File: config.mk
export PLATFORM = sky130hd
export DESIGN_NAME = mem_access_ctrl
export DESIGN_NICKNAME = d
export VERILOG_FILES = /design/src/rtl/mem_access_ctrl_pkg.sv /design/src/rtl/mem_access_ctrl_becalc.sv /design/src/rtl/mem_access_ctrl.sv
export SDC_FILE = /design/constraint.sdc
export NUM_CORES = 1
export LEC_CHECK = 0
export ABC_AREA = 1
export CAP_MARGIN = 25
export CELL_PAD_IN_SITES_DETAIL_PLACEMENT = 0
export CELL_PAD_IN_SITES_GLOBAL_PLACEMENT = 1
export CORE_MARGIN = 2
export CORE_UTILIZATION = 34
export CTS_CLUSTER_SIZE = 20
export DETAILED_ROUTE_END_ITERATION = 8
export PLACE_DENSITY_LB_ADDON = 0.1
export SKIP_CTS_REPAIR_TIMING = 1
export SYNTH_ARGS = -nofsm -noshare
export SYNTH_HDL_FRONTEND = slang
export SYNTH_SLANG_ARGS = --single-unit
File: constraint.sdc
create_clock -name clk -period 2.8 [get_ports clk]
set_input_delay 0.56 -clock clk [delete_from_list [all_inputs] [get_ports clk]]
set_output_delay 0.56 -clock clk [all_outputs]
set_load 0.01 [all_outputs]
File: src/rtl/mem_access_ctrl_pkg.sv
// Shared encodings and helpers for the MEM-stage bus access sequencer.
// Access-size codes match the datapath's BE_* control encoding.
package mem_access_ctrl_pkg;

   localparam logic [1:0] BE_SW  = 2'b00;
   localparam logic [1:0] BE_SH  = 2'b01;
   localparam logic [1:0] BE_SB  = 2'b10;
   localparam logic [1:0] BE_ILL = 2'b11;

   typedef enum logic [1:0] {
      MAC_IDLE   = 2'b00,
      MAC_ACCESS = 2'b01,
      MAC_RESP   = 2'b10
   } mac_state_e;

   function automatic logic is_bad_access(input logic [1:0] op, input logic [1:0] lo);
      logic bad;
      bad = (op == BE_ILL) || (op == BE_SW && lo != 2'b00) || (op == BE_SH && lo[0]);
      return bad;
   endfunction

   // Stores are replicated into every lane; byte enables pick the live one.
   function automatic logic [31:0] lane_wdata(input logic [1:0] op, input logic [31:0] d);
      logic [31:0] res;
      case (op)
         BE_SH:   res = {2{d[15:0]}};
         BE_SB:   res = {4{d[7:0]}};
         default: res = d;
      endcase
      return res;
   endfunction

endpackage

File: src/rtl/mem_access_ctrl_becalc.sv
// Byte-enable calculator: maps access size and low address bits to lane strobes.
module mem_access_ctrl_becalc
   import mem_access_ctrl_pkg::*;
(
   input  logic [1:0] i_op,
   input  logic [1:0] i_addr_lo,
   output logic [3:0] o_be
);

   always_comb begin
      o_be = 4'b0000;
      case (i_op)
         BE_SW:   o_be = 4'b1111;
         BE_SH:   o_be = i_addr_lo[1] ? 4'b1100 : 4'b0011;
         BE_SB:   o_be = 4'b0001 << i_addr_lo;
         default: o_be = 4'b0000;
      endcase
   end

endmodule

File: src/rtl/mem_access_ctrl.sv
// Multicycle load/store sequencer between the MEM stage and the shared bus:
// req/ack handshake with timeout, lane steering and load extension.
module mem_access_ctrl
   import mem_access_ctrl_pkg::*;
#(
   parameter int TIMEOUT = 16,
   parameter int CNT_W   = 5
)(
   input  logic        clk,
   input  logic        rst_n,
   input  logic        req,
   input  logic        we,
   input  logic [1:0]  op,
   input  logic        ld_unsigned,
   input  logic [31:0] addr,
   input  logic [31:0] wdata,
   output logic        busy,
   output logic        done,
   output logic [31:0] rdata,
   output logic        addr_err,
   output logic        bus_timeout,
   output logic        bus_req,
   output logic        bus_we,
   output logic [31:0] bus_addr,
   output logic [3:0]  bus_be,
   output logic [31:0] bus_wdata,
   input  logic [31:0] bus_rdata,
   input  logic        bus_ack
);

   mac_state_e       r_state, w_next;
   logic             r_we, r_uns;
   logic [1:0]       r_op, r_lo;
   logic [31:0]      r_bus_addr, r_bus_wdata, r_rdata;
   logic [3:0]       r_bus_be;
   logic [CNT_W-1:0] r_cnt;
   logic             r_addr_err, r_timeout;

   logic             w_accept, w_bad, w_ack, w_expire;
   logic [3:0]       w_be_raw, w_be;
   logic [15:0]      w_shift;
   logic [31:0]      w_ld_data;

   mem_access_ctrl_becalc u_becalc (
      .i_op      (op),
      .i_addr_lo (addr[1:0]),
      .o_be      (w_be_raw)
   );

   assign w_be = (op == BE_ILL) ? 4'b0000 : w_be_raw;

   // NOTE: state is updated with non-blocking assignments so every register sees pre-edge values.
   always_ff @(posedge clk or negedge rst_n) begin
      if (!rst_n) r_state <= MAC_IDLE;
      else        r_state <= w_next;
   end

   // NOTE: every signal gets a default first so no path leaves it unassigned (no latches).
   always_comb begin
      w_next   = r_state;
      w_accept = 1'b0;
      w_bad    = 1'b0;
      w_ack    = 1'b0;
      w_expire = 1'b0;
      case (r_state)
         MAC_IDLE: begin
            if (req) begin
               if (is_bad_access(op, addr[1:0])) begin
                  w_bad = 1'b1;
               end else begin
                  w_accept = 1'b1;
                  w_next   = MAC_ACCESS;
               end
            end
         end
         MAC_ACCESS: begin
            // An ack on the final allowed cycle still completes the access.
            if (bus_ack) begin
               w_ack  = 1'b1;
               w_next = MAC_RESP;
            end else if (r_cnt == CNT_W'(TIMEOUT - 1)) begin
               w_expire = 1'b1;
               w_next   = MAC_IDLE;
            end
         end
         MAC_RESP: w_next = MAC_IDLE;
         default:  w_next = MAC_IDLE;
      endcase
   end

   assign w_shift = 16'(bus_rdata >> {r_lo, 3'b000});

   always_comb begin
      w_ld_data = bus_rdata;
      case (r_op)
         BE_SH:   w_ld_data = {{16{~r_uns & w_shift[15]}}, w_shift[15:0]};
         BE_SB:   w_ld_data = {{24{~r_uns & w_shift[7]}},  w_shift[7:0]};
         default: w_ld_data = bus_rdata;
      endcase
   end

   always_ff @(posedge clk or negedge rst_n) begin
      if (!rst_n) begin
         r_cnt <= '0;
      end else if (r_state == MAC_ACCESS && !w_ack && !w_expire) begin
         r_cnt <= r_cnt + 1'b1;
      end else begin
         r_cnt <= '0;
      end
   end

   always_ff @(posedge clk or negedge rst_n) begin
      if (!rst_n) begin
         r_we        <= 1'b0;
         r_uns       <= 1'b0;
         r_op        <= BE_SW;
         r_lo        <= 2'b00;
         r_bus_addr  <= '0;
         r_bus_be    <= '0;
         r_bus_wdata <= '0;
         r_rdata     <= '0;
         r_addr_err  <= 1'b0;
         r_timeout   <= 1'b0;
      end else begin
         r_addr_err <= w_bad;
         r_timeout  <= w_expire;
         if (w_accept) begin
            r_we        <= we;
            r_uns       <= ld_unsigned;
            r_op        <= op;
            r_lo        <= addr[1:0];
            r_bus_addr  <= {addr[31:2], 2'b00};
            r_bus_be    <= w_be;
            r_bus_wdata <= lane_wdata(op, wdata);
         end
         if (w_ack && !r_we) r_rdata <= w_ld_data;
      end
   end

   assign busy        = (r_state == MAC_ACCESS);
   assign bus_req     = (r_state == MAC_ACCESS);
   assign bus_we      = (r_state == MAC_ACCESS) & r_we;
   assign done        = (r_state == MAC_RESP);
   assign rdata       = r_rdata;
   assign addr_err    = r_addr_err;
   assign bus_timeout = r_timeout;
   assign bus_addr    = r_bus_addr;
   assign bus_be      = r_bus_be;
   assign bus_wdata   = r_bus_wdata;

endmodule

* After elaboration in Yosys (flattened, before gate mapping)
Index checks and enable logic that the tools add are counted.
Word-level totals: logic and storage cells 66, bits in registers 113, input bits 104
Cells by class: equality and inequality tests 11, shift operators 2, $add $sub $neg 1, bitwise logic cells 4, multiplexer cells 22, reduce and logical (&&, ||, !) cells 14
Operators by type and width (number):
- 32-bit case mux with 2 select lines | 2
- 32-bit by 5-bit >> shifter with 16-bit output | 1
- 4-bit case mux with 3 select lines | 1
- 1-bit 2-to-1 mux | 11
- 2-bit equality test (second input constant) | 4
- 2-bit 2-to-1 mux | 4
- 4-bit 2-to-1 mux | 2
- 2-bit by 1-bit equality test with 1-bit output (second input constant) | 3
- 5-bit by 1-bit adder with 5-bit output (second input constant) | 1
- 5-bit by 4-bit equality test with 1-bit output (second input constant) | 1
- 1-bit logical AND | 5
- 5-bit 2-to-1 mux | 1
- 2-bit logical NOT | 2
- 2-bit inequality test (second input constant) | 2
- 2-bit case mux with 2 select lines | 1
- 1-bit by 2-bit left shift with 4-bit output (first input constant) | 1
- 1-bit bitwise AND | 3
- 1-bit logical NOT | 3
- 3-bit by 1-bit inequality test with 1-bit output (second input constant) | 1
- 3-bit AND reduction | 1
- 1-bit logical OR | 2
- 2-bit nonzero test | 1
- 1-bit NOT | 1

* Depth between registers and ports, before layout
word-level depth 7, gate-level depth with buffers 13, gate-level depth less buffers 10

* By module
From an unflattened synthesis, not the netlist that was laid out.
Second synthesis, totals: cells, all modules 731, area, all modules 5641.7 sq um
Modules (own cells, without submodules):
- mem_access_ctrl | times used 1, seq. area each 2827.7 sq um, cells an instance 718, area an instance 5585.4 sq um
- mem_access_ctrl_becalc | times used 1, seq. area each 0.0 sq um, cells an instance 13, area an instance 56.3 sq um

* Worst setup path before layout
OpenSTA, ideal clock, no wires.
kind input to register, from in op[1], to reg r_bus_addr[10] (netlist: bus_addr[10]), arrival 1694 ps, library setup time 117 ps, slack 989 ps, stages on the path 13, path buffers 3, cell sequence inv_1 -> ha_1 -> buf_2 -> nand2_1 -> nand2_1 -> o21ai_1 -> nand2_1 -> nor2_4 -> inv_2 -> buf_6 -> buf_6 -> nand2_1 -> nand2_1
On the way: longest elaborated chain between the ends 7
Ends and longest elaborated chain:
- start: declaration | line mem_access_ctrl.sv:13 | input logic [1:0] op,
- 2-bit logical NOT | line mem_access_ctrl_pkg.sv:18 | bad = (op == BE_ILL) || (op == BE_SW && lo != 2'b00) || (op == BE_SH && lo[0]);
- 1-bit logical AND | line mem_access_ctrl_pkg.sv:18
- 1-bit logical OR | line mem_access_ctrl_pkg.sv:18
- 1-bit logical OR (*) | line mem_access_ctrl_pkg.sv:18
- 1-bit 2-to-1 mux (*) | line mem_access_ctrl.sv:68 | if (is_bad_access(op, addr[1:0])) begin
- 1-bit 2-to-1 mux (*) | line mem_access_ctrl.sv:67 | if (req) begin
- 1-bit 2-to-1 mux (*) | line mem_access_ctrl.sv:65 | case (r_state)
- end signal: assignment | line mem_access_ctrl.sv:132 | r_bus_addr <= {addr[31:2], 2'b00};
- end: declaration | line mem_access_ctrl.sv:34 | logic [31:0] r_bus_addr, r_bus_wdata, r_rdata;
Mark *: on every way between the ends. The rest lies on a longest branch, timed or not. A chain may end at the register's enable or synchronous reset.

* Worst setup path in the final report
from reg r_state[1], to out bus_we
On the way: longest elaborated chain between the ends 2
Ends and longest elaborated chain:
- start: declaration | line mem_access_ctrl.sv:31 | mac_state_e r_state, w_next;
- start signal: assignment | line mem_access_ctrl.sv:55 | else r_state <= w_next;
- 2-bit by 1-bit equality test with 1-bit output | line mem_access_ctrl.sv:142 | assign bus_we = (r_state == MAC_ACCESS) & r_we;
- 1-bit bitwise AND | line mem_access_ctrl.sv:142
- end: declaration | line mem_access_ctrl.sv:23 | output logic bus_we,
No other way between the ends.

==> flow_summary.toml <==
[status]
outcome = "complete, no violations"

[final_layout]
stdcell_count = 1172
drive_above_1_share = 0.0536
num-nets-final = 1054
multi_input_area_mm2 = 0.00241
n_fill_cell = 1589
seqCellArea_mm2 = 0.00283
syn_to_final_growth_pct = 49.3
diodes = 0

[grt]
track_usage = 0.198
antenna_found_initial = 0
use_met1 = 0.245
overflow = 0
grt_pass1_wl_um = 27700
gr-usage-met2 = 0.318
grt_max_degree = 68
busiest_layer = "met2"
grt_pass1_vias = 5470
grt_use_met3 = 0.0747

[floorplan]
std_cell_rows = 47
fp.dieH_um = 133
io_pins = 210
initial_core_util = 0.344
die_x_um = 133
die_area_mm2 = 0.0176
fp.coreArea_mm2 = 0.0164

[setup_path]
worstPathMaxFanout = 4
worstSetupPathType = "register to output pin"
arrival_ns = 1.75
reg2reg_to = "rdata[7]"
reg2reg_slack_ns = 0.81
reg2regPathDepth = 5
r2r_start = "r_op[0]"
start_kind = "register"
crit_required_ns = 2.24
end_kind = "output pin"

[sta]
hold_ws_ns = 0.202
max_slew_margin = 0.515
hold_viol = 0
final_max_slew_viol_count = 0
skew_ns = 0.0102
max_clock_freq_mhz = 433
final-setup-viol-count = 0
setup_tns_ns = 0
tightest_slew_ns = 0.728
fin_crit_ns = 2.31
rsz0062_at_grt = "false"
min_period_over_period = 0.824

[cts]
clockBufferDepth = 2
htree_num_levels = 4
cts_root_buffer = "clkbuf_16"
cts_num_sinks = 113
worstSkewPairLatency_ns = 0.42
clk_pin_slew_worst_paths_ns = 0.05
cts_tree = "done"
cts_buffers = 17

[power_and_ir_drop]
p_int_mw = 4.99
clockPowerShare = 0.260
p_sw_mw = 2.65
comb_power_share = 0.404
ir_drop_v = 0.000440
switching_share = 0.347
p_leak_nw = 4.09
p_seq_frac = 0.337
power_density_mw_per_mm2 = 906
total_power_mw = 7.64

[synthesis]
syn_area_mm2 = 0.00564
ys_ff_latch = 113
synth_most_common_cell = "nand2_1"
avgSynthCellArea_um2 = 7.56
synth_seq_area_share = 0.501
yosys.area.top_type = "dfrtp_1"
async_flop_share = 1.00
yosysWarnings = 0
synthTopCellsByArea = "dfrtp_1 50%, nand2_1 23%, a21oi_1 6.4%, o21ai_0 3.1%, nor2_1 2.6%"
yosysUniqueCellTypes = 24
yosys.area.top_type_share = 0.501
synth_cells = 746
synth_ff_type = "dfrtp_1"
synth_edf_count = 0
synth_common_cells = "343 x nand2_1, 113 x dfrtp_1, 72 x a21oi_1"

[detailed_routing]
wl_um = 17100
via_count = 5490
drtIter0Drc = 215
vias_per_cell = 4.68
drcViolationCount = 0
dr.pass1.iters = 4
antenna_left = 0
wl_per_cell_um = 14.6

[placement]
place_inst = 1141
place_congestion = 0.832
post-dp-hpwl_um = 12200
port_buffers = 207

[flow_run]
maxCapViolCount = 0

[hold_path]
hp-class = "input port to asynchronous set/reset pin"
## cell type report
type	count	share of cell area
clock buffer	20	0.0530
clock inverter	11	0.0108
sequential	113	0.336
multi-input combinational	549	0.286
tap	220	0.0327
inverter	40	0.0178
timing repair buffer	219	0.264
## cell usage in the layout (no fill, tap or decap), types with 2 or more instances in the layout
master / netlist / layout
clkinv_2: 0 / 6
clkbuf_1: 15 / 2
o21ai_0: 35 / 35
a21oi_1: 72 / 72
buf_4: 7 / 8
clkbuf_16: 0 / 17
clkdlybuf4s50_1: 0 / 206
inv_1: 36 / 36
o211ai_1: 3 / 3
inv_2: 4 / 4
nor2_4: 2 / 2
ha_1: 10 / 10
conb_1: 1 / 2
clkinvlp_4: 0 / 3
nand2_1: 343 / 343
dfrtp_1: 113 / 113
nor2_1: 39 / 39
buf_12: 0 / 5
a22o_1: 8 / 8
nand3_1: 28 / 28
## kinds of logic after synthesis
logic type	share of synthesized area
simple gates	0.292
compound gates	0.112
flops	0.501
buf+inv	0.0718
other cells	0.000665
fa+ha+maj	0.0222
## critical path: stages (launching register included)
cell	delay (ns)
dfrtp_1	0.40
nor2_2	0.18
inv_1	0.09
nor2_1	0.11
clkdlybuf4s50_1	0.55
## through the flow
stage / area [µm²] / worst slack, ns / utilization
finish: 8430 / 0.492 / 0.514
CTS: 8430 / 0.462 / 0.514
global placement: 7890 / 0.329 / 0.481
floorplan: 5650 / 0.989 / -
global route: 8430 / 0.364 / 0.514
detailed placement: 7890 / 0.280 / 0.481
## per-layer routing
metal / wire length [µm] / vias to the layer above
met2: 8060 / 165
met4: 321 / 0
met3: 1410 / 22
met1: 7290 / 2571
li1: - / 2732
met5: 0 / -
## how the worst max path moves through the flow
stage                    start             to  slack, ns  depth (start not counted)
floorplan                op[1]   bus_addr[10]       0.99                         13
global placement         op[0]  bus_wdata[23]       0.33                         11
detailed placement       op[0]  bus_wdata[23]       0.28                         11
CTS                 r_state[1]         bus_we       0.46                          4
global route        r_state[1]         bus_we       0.36                          4
finish              r_state[1]         bus_we       0.49                          4
## power groups by stage
stage | clock network (mW) | logic (mW) | registers [mW]
CTS | 2.02 | 3.12 | 2.58
global placement | 0 | 3.08 | 2.58
detailed placement | 0 | 3.11 | 2.59
finish | 1.98 | 3.08 | 2.57
global route | 2.11 | 3.40 | 2.65
floorplan | 0 | 1.24 | 2.79
## state kept, by name (all words and copies together), names as in the netlist
register	cells
bus_wdata	32
rdata	32
bus_addr	30
r_cnt	5
bus_be	4
r_lo	2
r_op	2
r_state	2
addr_err	1
bus_timeout	1
r_uns	1
r_we	1
Note: power is estimated with default switching activity, not from simulation.
==> variant: new RTL, same settings <==
`CNT_W`: 5 -> 10.
--- a/src/rtl/mem_access_ctrl.sv
+++ b/src/rtl/mem_access_ctrl.sv
@@ -6,3 +6,3 @@
    parameter int TIMEOUT = 16,
-   parameter int CNT_W   = 5
+   parameter int CNT_W   = 10
 )(
Function: same outputs for any inputs over 4 cycles, from zero or initial values and one cycle with rst_n low; that may be too few to reach the edited logic, so the function may still have changed.
==> variant against the original RTL <==
- first-iteration DRC count grew 51%
- worst setup slack gained 42 ps
- register-to-register slack gained 170 ps
- wire length grew 2.9%
- sequential cell count grew 5
- count of clock-buffer cells in the layout is the same
- total power grew 3.2%
- design area grew 3.1%
- area after synthesis grew 4.4%
==> variant: results (changes against the original RTL) <==
[logic_synthesis]
post_synth_xor_area_fraction=0.005947  ; was 0
synth_compound_gate_area_share=0.1262  ; was 0.1122
synth_adder_area_share=0.01699  ; was 0.02217
synth_commonest_cells=sky130_fd_sc_hd__nand2_1 (294), sky130_fd_sc_hd__dfrtp_1 (118), sky130_fd_sc_hd__a21oi_1 (72), sky130_fd_sc_hd__inv_1 (64), sky130_fd_sc_hd__nor2_1 (49)  ; was sky130_fd_sc_hd__nand2_1 (343), sky130_fd_sc_hd__dfrtp_1 (113), sky130_fd_sc_hd__a21oi_1 (72), sky130_fd_sc_hd__nor2_1 (39), sky130_fd_sc_hd__inv_1 (36)
library_cells_used_by_synthesis=30  ; was 24
sequential_area_share_after_synthesis=0.5013  ; was 0.5011

[power]
pwr_density_cell_nw_per_um2=907.0  ; was 906.1 nW/um^2
cellLeakagePower_nw=4.141  ; was 4.090 nW

[final_layout]
post_route_cells_drive_above_1_share=0.05149  ; was 0.05357
final_nets=1072  ; was 1,054

[global_route]
track_usage=0.1983  ; was 0.1980
global_route_met2_utilization=0.3232  ; was 0.3178
grt_first_pass_wirelength_mm=28.54  ; was 27.73 mm
grt_pass1_vias=5738  ; was 5,470
grt_start_max_net_pins=55  ; was 68
globalRouteMet3Util=0.06734  ; was 0.07471

[drt]
drt-total-wl_mm=17.57  ; was 17.08 mm
drtIter0Drc=325  ; was 215

[timing]
finalWorstSetupSlack_ps=533.5  ; was 491.8 ps
skew_ps=9.027  ; was 10.22 ps
hold_ws_ps=67.99  ; was 201.8 ps
worst_slew_pin_slew_ps=730.1  ; was 727.7 ps

[worst_setup_path]
worst_r2r_startpoint=r_op[1]  ; was r_op[0]
setup_slack_of_the_most_critical_reg_to_reg_path_ps=980  ; was 810 ps

[status]
outcome=finished, final reports clean  ; unchanged

[placed_design]
placement_stage_cell_area_um2=8117  ; was 7889 um^2
detailedPlacementHpwl_mm=12.67  ; was 12.17 mm
place_ws_ps=240.1  ; was 280.5 ps

variant: per-layer routing:
metal	up-vias	routed length, um	share of wire
met4	0	367	0.021
met3	27	1315	0.075
li1	2821	-	-
met1	2621	7659	0.44
met5	-	0	0
met2	165	8229	0.47
variant: cells by family (layout without fill, tap and decap cells):
| group | count (synthesis) | after routing |
|---|---|---|
| adders and majority gates | 8 | 8 |
| other | 1 | 2 |
| and+or+nand+nor | 388 | 388 |
| AOI/OAI and AO/OA | 135 | 135 |
| buffers and inverters | 110 | 316 |
| xor gates and xnor gates | 4 | 4 |
| DFF | 118 | 118 |
variant: critical path, delay by kind of cell, from the launching register on:
family / cells / cell delay, ps
buffers and inverters: 2 / 640
flip-flops: 1 / 420
AND/OR/NAND/NOR: 2 / 250
variant: per-stage QoR:
step | total power [W] | utilization | std cells
floorplan | 0.004126 | - | 765
global placement | 0.005754 | 0.4742 | 1166
detailed placement | 0.005796 | 0.4742 | 1166
CTS | 0.007985 | 0.5075 | 1196
global route | 0.008436 | 0.5075 | 1196
finish | 0.007878 | 0.5075 | 1196
variant: final cells by class:
class	count	area (um^2)
Clock buffer	20	436.7
Clock inverter	10	132.6
Fill cell	1690	8431
Inverter	68	260.3
Multi-Input combinational cell	537	2445
Sequential cell	118	2953
Tap cell	225	281.5
Timing Repair Buffer	218	2177
variant: power groups by stage:
| stage | Combinational, W | Sequential (W) | Clock, W |
|---|---|---|---|
| detailed placement | 0.00314 | 0.00266 | 0 |
| global placement | 0.00311 | 0.00265 | 0 |
| floorplan | 0.00125 | 0.00287 | 0 |
| finish | 0.00310 | 0.00264 | 0.00214 |
| global route | 0.00343 | 0.00272 | 0.00229 |
| CTS | 0.00314 | 0.00265 | 0.00219 |
